==> config.mk <==
export PLATFORM = sky130hd
export DESIGN_NAME = deser_1x4
export DESIGN_NICKNAME = d
export VERILOG_FILES = /design/src/rtl/deser_pkg.sv /design/src/rtl/deser_1x4.sv
export SDC_FILE = /design/constraint.sdc
export NUM_CORES = 1
export LEC_CHECK = 0
export ABC_AREA = 1
export CAP_MARGIN = 20
export CELL_PAD_IN_SITES_DETAIL_PLACEMENT = 1
export CELL_PAD_IN_SITES_GLOBAL_PLACEMENT = 1
export CORE_ASPECT_RATIO = 0.75
export CORE_MARGIN = 2
export CORE_UTILIZATION = 26
export CTS_BUF_LIST = sky130_fd_sc_hd__clkbuf_4 sky130_fd_sc_hd__clkbuf_8 sky130_fd_sc_hd__clkbuf_16
export DETAILED_ROUTE_END_ITERATION = 10
export PLACE_DENSITY = 0.62
export SYNTH_ARGS = -nofsm -noshare
export SYNTH_HDL_FRONTEND = slang
export SYNTH_SLANG_ARGS = --single-unit
==> constraint.sdc <==
create_clock -name clk -period 2.2 [get_ports clk]
set_input_delay 0.22 -clock clk [delete_from_list [all_inputs] [get_ports clk]]
set_output_delay 0.22 -clock clk [all_outputs]
set_load 0.01 [all_outputs]
==> src/rtl/deser_pkg.sv <==
// Shared types and constants for the 1-to-4 deserializer.
package deser_pkg;

    localparam int unsigned NUM_SLOTS = 4;
    localparam int unsigned SLOT_W    = 2;

    typedef enum logic {
        IDLE    = 1'b0,
        COLLECT = 1'b1
    } state_e;

endpackage : deser_pkg

==> src/rtl/deser_1x4.sv <==
// Receive end of a 4:1 serial link: steers slot-ordered bits into a 4-bit word
// and offers the completed word downstream over a valid/ready handshake.
module deser_1x4
    import deser_pkg::*;
(
    input  logic                 clk,
    input  logic                 rst,
    input  logic                 bit_in,
    input  logic                 bit_valid,
    input  logic                 frame_start,
    input  logic                 data_ready,
    output logic [NUM_SLOTS-1:0] data_out,
    output logic                 data_valid,
    output logic [SLOT_W-1:0]    sel,
    output logic                 frame_err,
    output logic                 overflow
);

    // The last slot is written straight into data_out, so only the first
    // three slots need holding storage.
    localparam int unsigned SHIFT_W = NUM_SLOTS - 1;

    state_e               state_q, state_d;
    logic [SHIFT_W-1:0]   shift_q, shift_d;
    logic [SLOT_W-1:0]    sel_q, sel_d;
    logic [NUM_SLOTS-1:0] data_q, data_d;
    logic                 valid_q, valid_d;
    logic                 ferr_q, ferr_d;
    logic                 ovf_q, ovf_d;

    // Next-state: slot steering, word completion, handshake and error flags.
    always_comb begin
        state_d = state_q;
        shift_d = shift_q;
        sel_d   = sel_q;
        data_d  = data_q;
        valid_d = valid_q;
        ferr_d  = 1'b0;
        ovf_d   = ovf_q;

        // Pending word leaves when downstream takes it; may be re-set below.
        if (valid_q && data_ready) begin
            valid_d = 1'b0;
        end

        unique case (state_q)
            IDLE: begin
                // Bits without frame_start are outside any frame and dropped.
                if (bit_valid && frame_start) begin
                    shift_d = {SHIFT_W'(0), bit_in} & SHIFT_W'(1) | SHIFT_W'(bit_in);
                    sel_d   = SLOT_W'(1);
                    state_d = COLLECT;
                end
            end
            COLLECT: begin
                if (bit_valid) begin
                    if (frame_start) begin
                        // Early restart: the partial word is abandoned.
                        ferr_d  = 1'b1;
                        shift_d = SHIFT_W'(bit_in);
                        sel_d   = SLOT_W'(1);
                    end else if (sel_q == SLOT_W'(NUM_SLOTS - 1)) begin
                        data_d  = {bit_in, shift_q};
                        valid_d = 1'b1;
                        if (valid_q && !data_ready) begin
                            ovf_d = 1'b1;
                        end
                        sel_d   = '0;
                        state_d = IDLE;
                    end else begin
                        shift_d[sel_q] = bit_in;
                        sel_d          = sel_q + SLOT_W'(1);
                    end
                end
            end
            default: state_d = IDLE;
        endcase
    end

    // State and output registers with synchronous reset.
    always_ff @(posedge clk) begin
        if (rst) begin
            state_q <= IDLE;
            shift_q <= '0;
            sel_q   <= '0;
            data_q  <= '0;
            valid_q <= 1'b0;
            ferr_q  <= 1'b0;
            ovf_q   <= 1'b0;
        end else begin
            state_q <= state_d;
            shift_q <= shift_d;
            sel_q   <= sel_d;
            data_q  <= data_d;
            valid_q <= valid_d;
            ferr_q  <= ferr_d;
            ovf_q   <= ovf_d;
        end
    end

    assign data_out   = data_q;
    assign data_valid = valid_q;
    assign sel        = sel_q;
    assign frame_err  = ferr_q;
    assign overflow   = ovf_q;

endmodule : deser_1x4

After elaboration in Yosys (flattened, before gate mapping)
Index checks and enable logic that the tools add are counted.

word-level totals
  flip-flop bits (word level) = 13
  output and inout bits = 9
  word-level logic and storage cells = 52

operators by class
  $add $sub $neg = 1
  magnitude comparators = 2
  equality and inequality tests = 4
  mux-type cells = 24
  bitwise logic cells = 4
  reduce and logical (&&, ||, !) cells = 10

operator list
  operator                                             count
  two-way mux 3 bit                                    4
  two-way mux 1 bit                                    11
  two-way mux 2 bit                                    4
  one-hot mux 3 bit (2 select lines)                   1
  AND reduction 5 bit                                  1
  logical AND 1 bit                                    4
  inequality test 2 bit, second input constant         2
  one-hot mux 2 bit (2 select lines)                   1
  AND reduction 4 bit                                  1
  bitwise mux 3 bit                                    1
  < comparator 2 x 3 -> 1 bit, second input constant   1
  inequality test 3 bit, second input constant         1
  inverter 1 bit                                       3
  AND reduction 3 bit                                  1
  OR reduction 3 bit                                   1
  adder 2 x 1 -> 2 bit, second input constant          1
  demux 1 bit (select 2 bit)                           1
  equality test 2 bit, second input constant           1
  >= comparator 2 x 1 -> 1 bit, second input constant  1
  one-hot mux 1 bit (2 select lines)                   1
  AND reduction 2 bit                                  1
  logical NOT 1 bit                                    1
  OR 1 bit                                             1

Depth between registers and ports, before layout
  word-level depth = 9
  mapped depth = 7

Worst setup path after synthesis
No wires, ideal clock.

  path type = reg2reg
  start = register sel_q[0], in the netlist sel[0]
  end = register shift_q[0]
  setup time = 0.115 ns
  arrival time = 1.037 ns
  path slack = 1.048 ns
  cell stages (with the launch flop) = 6
  path buffers = 0
  period minus slack after synthesis = 1.152 ns
  cells stage by stage = dfxtp_1 inv_1 ha_1 nand3b_1 a21oi_1 nor2_1

on the way
  cells in the longest elaborated chain, start to end = 9

RTL lines
  element                                                                                            RTL line         source
  from (decl)                                                                                        deser_1x4.sv:25  logic [SLOT_W-1:0] sel_q, sel_d;
  from (signal assigned)                                                                             deser_1x4.sv:93  sel_q <= sel_d;
  < comparator 2 x 3 -> 1 bit (implied by the code) or >= comparator 2 x 1 -> 1 bit (tied branches)  deser_1x4.sv:71  shift_d[sel_q] = bit_in;
  logical AND 1 bit (implied by the code)                                                            deser_1x4.sv:71
  two-way mux 1 bit (implied by the code)                                                            deser_1x4.sv:71
  demux 1 bit (select 2 bit)                                                                         deser_1x4.sv:71
  bitwise mux 3 bit                                                                                  deser_1x4.sv:71
  two-way mux 3 bit                                                                                  deser_1x4.sv:62  end else if (sel_q == SLOT_W'(NUM_SLOTS - 1)) begin
  two-way mux 3 bit                                                                                  deser_1x4.sv:57  if (frame_start) begin
  two-way mux 3 bit                                                                                  deser_1x4.sv:56  if (bit_valid) begin
  one-hot mux 3 bit (2 select lines)                                                                 deser_1x4.sv:46  unique case (state_q)
  to (signal assigned)                                                                               deser_1x4.sv:92  shift_q <= shift_d;
  to (decl)                                                                                          deser_1x4.sv:24  logic [SHIFT_W-1:0] shift_q, shift_d;

Parallel ways exist; a longest one is shown, timed or not. The select of a mux whose other input is x is not followed.
A chain may end at the register's enable or synchronous reset.

Final worst setup path
  start = register sel_q[0], in the netlist sel[0]
  end = output port sel[0]

RTL lines
  element    RTL line         source
  to (decl)  deser_1x4.sv:14  output logic [SLOT_W-1:0] sel,

No word-level cell between the ends.

==> flow_summary.toml <==
[pwr]
pwr_density_cell_mw_per_mm2 = 585
ir_worst_vdd_uv = 324
leakagePower_uw = 0.000359

[logic_synthesis]
synthSimpleGateAreaFrac_pct = 28.9
synthTopCellsByArea = "dfxtp_1 (45%), nor2_1 (11%), ha_1 (8.6%)"
yosysTopAreaCell = "dfxtp_1"
syn_area_sq_um = 584
yosys.area_share.adder_pct = 8.57
ys_seq_area_share_pct = 44.5
ys_types = 15
yosys.area.top_type_share_pct = 44.5
synth_mux_area_share_pct = 0
netlist_instances = 79
synth_warnings = 0
synth-compound-area-share_pct = 8.99
synth-seq-cells = 13
synth_top_family_by_area = "simple AND/OR/NAND/NOR gates"
synth_xor_area_share_pct = 0
avgSynthCellArea_sq_um = 7.40
synth_fp_nets = 89

[floorplanning]
die_h_um = 45.1
die-area_sq_mm = 0.00265
fp.dieW_um = 58.7
rows = 14
start_util_pct = 28.3
core-area_sq_mm = 0.00207
ios = 15

[setup_path]
cp-end-kind = "primary output"
ff2ff_path_depth = 6
r2r-end = "data_out[3]"
path_buf_inv = 1
cp_data_required_time_ns = 1.98
startpoint_type = "register"
cp.arrival_ns = 1.27
crit_slowest_cell = "clkdlybuf4s50_1"
critPathTopFamily = "buffers and inverters"
worstPathCellList = "clkdlybuf4s50_1"
r2r_start = "sel[0]"
regToRegSetupSlack_ns = 0.95
critPathMaxFanout = 5
critPathKind = "register to primary output"
cpPeakStageDelay_ns = 0.57

[run]
maxCapViolations = 0

[placement]
dp_hpwl_mm = 1.06
dpl_cell_area_sq_um = 754
gp_congestion = 0.755
io_buffers = 14

[hold_path]
hp-class = "register to register"
hold_depth = 2
hp-start = "shift_q[0]"
hold_end = "data_out[0]"

[clock_tree]
clock-sinks = 13
cts-root-buf = "clkbuf_4"
clk_latency_ns = 0.28
cts_max_level = 1
cts_buffers = 3
hold_buffers = 0
post_cts_resized = 0
clk_pin_slew_ns = 0.09
clock_path_buffers = 2
postCtsSetupRepairBufs = 0
cts_tree = "built"

[grt]
grt-ovfl-total = 0
track_usage_pct = 12.5
grt_max_degree = 9
grt_pass1_wl_mm = 2.42
antenna_found_initial = 0
first_global_vias = 534

[sta]
skew_ns = 0.00338
fmax_mhz = 672
finalCriticalPeriod_ns = 1.49
rsz0062_at_grt = "no"
slew_headroom_pct = 84.8
worst_pin_slew_ns = 0.227
setup_viol = 0
final_max_slew_viol_count = 0
tns_ns = 0
hold_violations = 0
period_share_pct = 67.6

[routing]
wl_per_cell_um = 11.5
routed_wl_mm = 1.39
dr_total_vias = 545
dr.first_iter.drc_count = 10
drt_pass1_iterations = 6
vias_per_cell = 4.50
postRouteAntennaNets = 0
drc_errors = 2

[layout]
drive_above_1_share_pct = 8.25
design_area_sq_um = 785
antenna_cells = 0
syn_to_final_growth_pct = 34.3
layout_common_cells = "nor2_1 (17), clkdlybuf4s50_1 (14), inv_1 (13), dfxtp_1 (13), nand2_1 (10)"
fillers = 276
nets = 108
final_common_cell = "nor2_1"

[status]
status = "finished, violations left"
violations = "DRC"
-- cell usage after synthesis --
master / count
nor2_1: 17
dfxtp_1: 13
inv_1: 13
nand2_1: 10
nand3_1: 5
o21ai_0: 5
a21oi_1: 4
ha_1: 4
nand2_2: 2
inv_2: 1
nand3b_1: 1
nand4_1: 1
nor2_4: 1
nor3_1: 1
o31ai_1: 1
-- logic make-up after synthesis --
family,Yosys count
buffers and inverters,14
adder cells (fa/ha/maj),4
AND/OR/NAND/NOR,38
flip-flops,13
AO/OA/AOI/OAI,10
-- worst max path at each step --
stage,from,endpoint,slack [ns],cells past startpoint
final,sel[0],sel[0],0.71,1
after CTS,sel[0],sel[0],0.70,1
after global placement,frame_start,data_out[2],0.79,7
after floorplan,sel[0],shift_q[0],1.05,5
after global routing,sel[0],sel[0],0.63,1
after detailed placement,bit_valid,data_out[1],0.78,6
-- per-stage QoR --
step | power, uW | hold slack [ns] | std cells | util, % | setup slack, ns
global placement | 296 | 0.466 | 117 | 36.5 | 0.792
floorplan | 274 | 0.289 | 79 | - | 1.05
CTS | 468 | 0.506 | 121 | 38.0 | 0.697
detailed placement | 297 | 0.479 | 117 | 36.5 | 0.776
finish | 459 | 0.504 | 121 | 38.0 | 0.713
global route | 484 | 0.531 | 121 | 38.0 | 0.629
-- registers in the layout (all words and copies together), names as in the netlist --
| signal | cells |
|---|---|
| data_valid | 1 |
| sel | 2 |
| overflow | 1 |
| data_out | 4 |
| shift_q | 3 |
| state_q | 1 |
| frame_err | 1 |
-- area by class of cell --
cell class | count | area [sq um] | share of cell area [%]
clock buffer | 4 | 30.0 | 3.83
tap | 24 | 30.0 | 3.83
timing repair buffer | 14 | 140 | 17.9
sequential | 13 | 260 | 33.2
inverter | 14 | 52.6 | 6.70
multi-input combinational | 52 | 272 | 34.6
-- report_power, final --
part           internal (uW)  switching (uW)  leakage (uW)  total (uW)
sequential               241            5.23      0.000105         246
combinational           20.5            24.6      0.000235        45.1
clock                   82.7            85.3     0.0000184         168
total                    344             115      0.000359         459
-- layer usage --
| layer | global-route usage (%) | wire [um] | vias to the layer above |
|---|---|---|---|
| met5 | 0 | 0 | - |
| met4 | 2.73 | 0 | 0 |
| met3 | 5.16 | 79 | 0 |
| met2 | 18.9 | 584 | 11 |
| met1 | 16.8 | 724 | 253 |
| li1 | - | - | 281 |
Power figures use the tool's default switching activity.
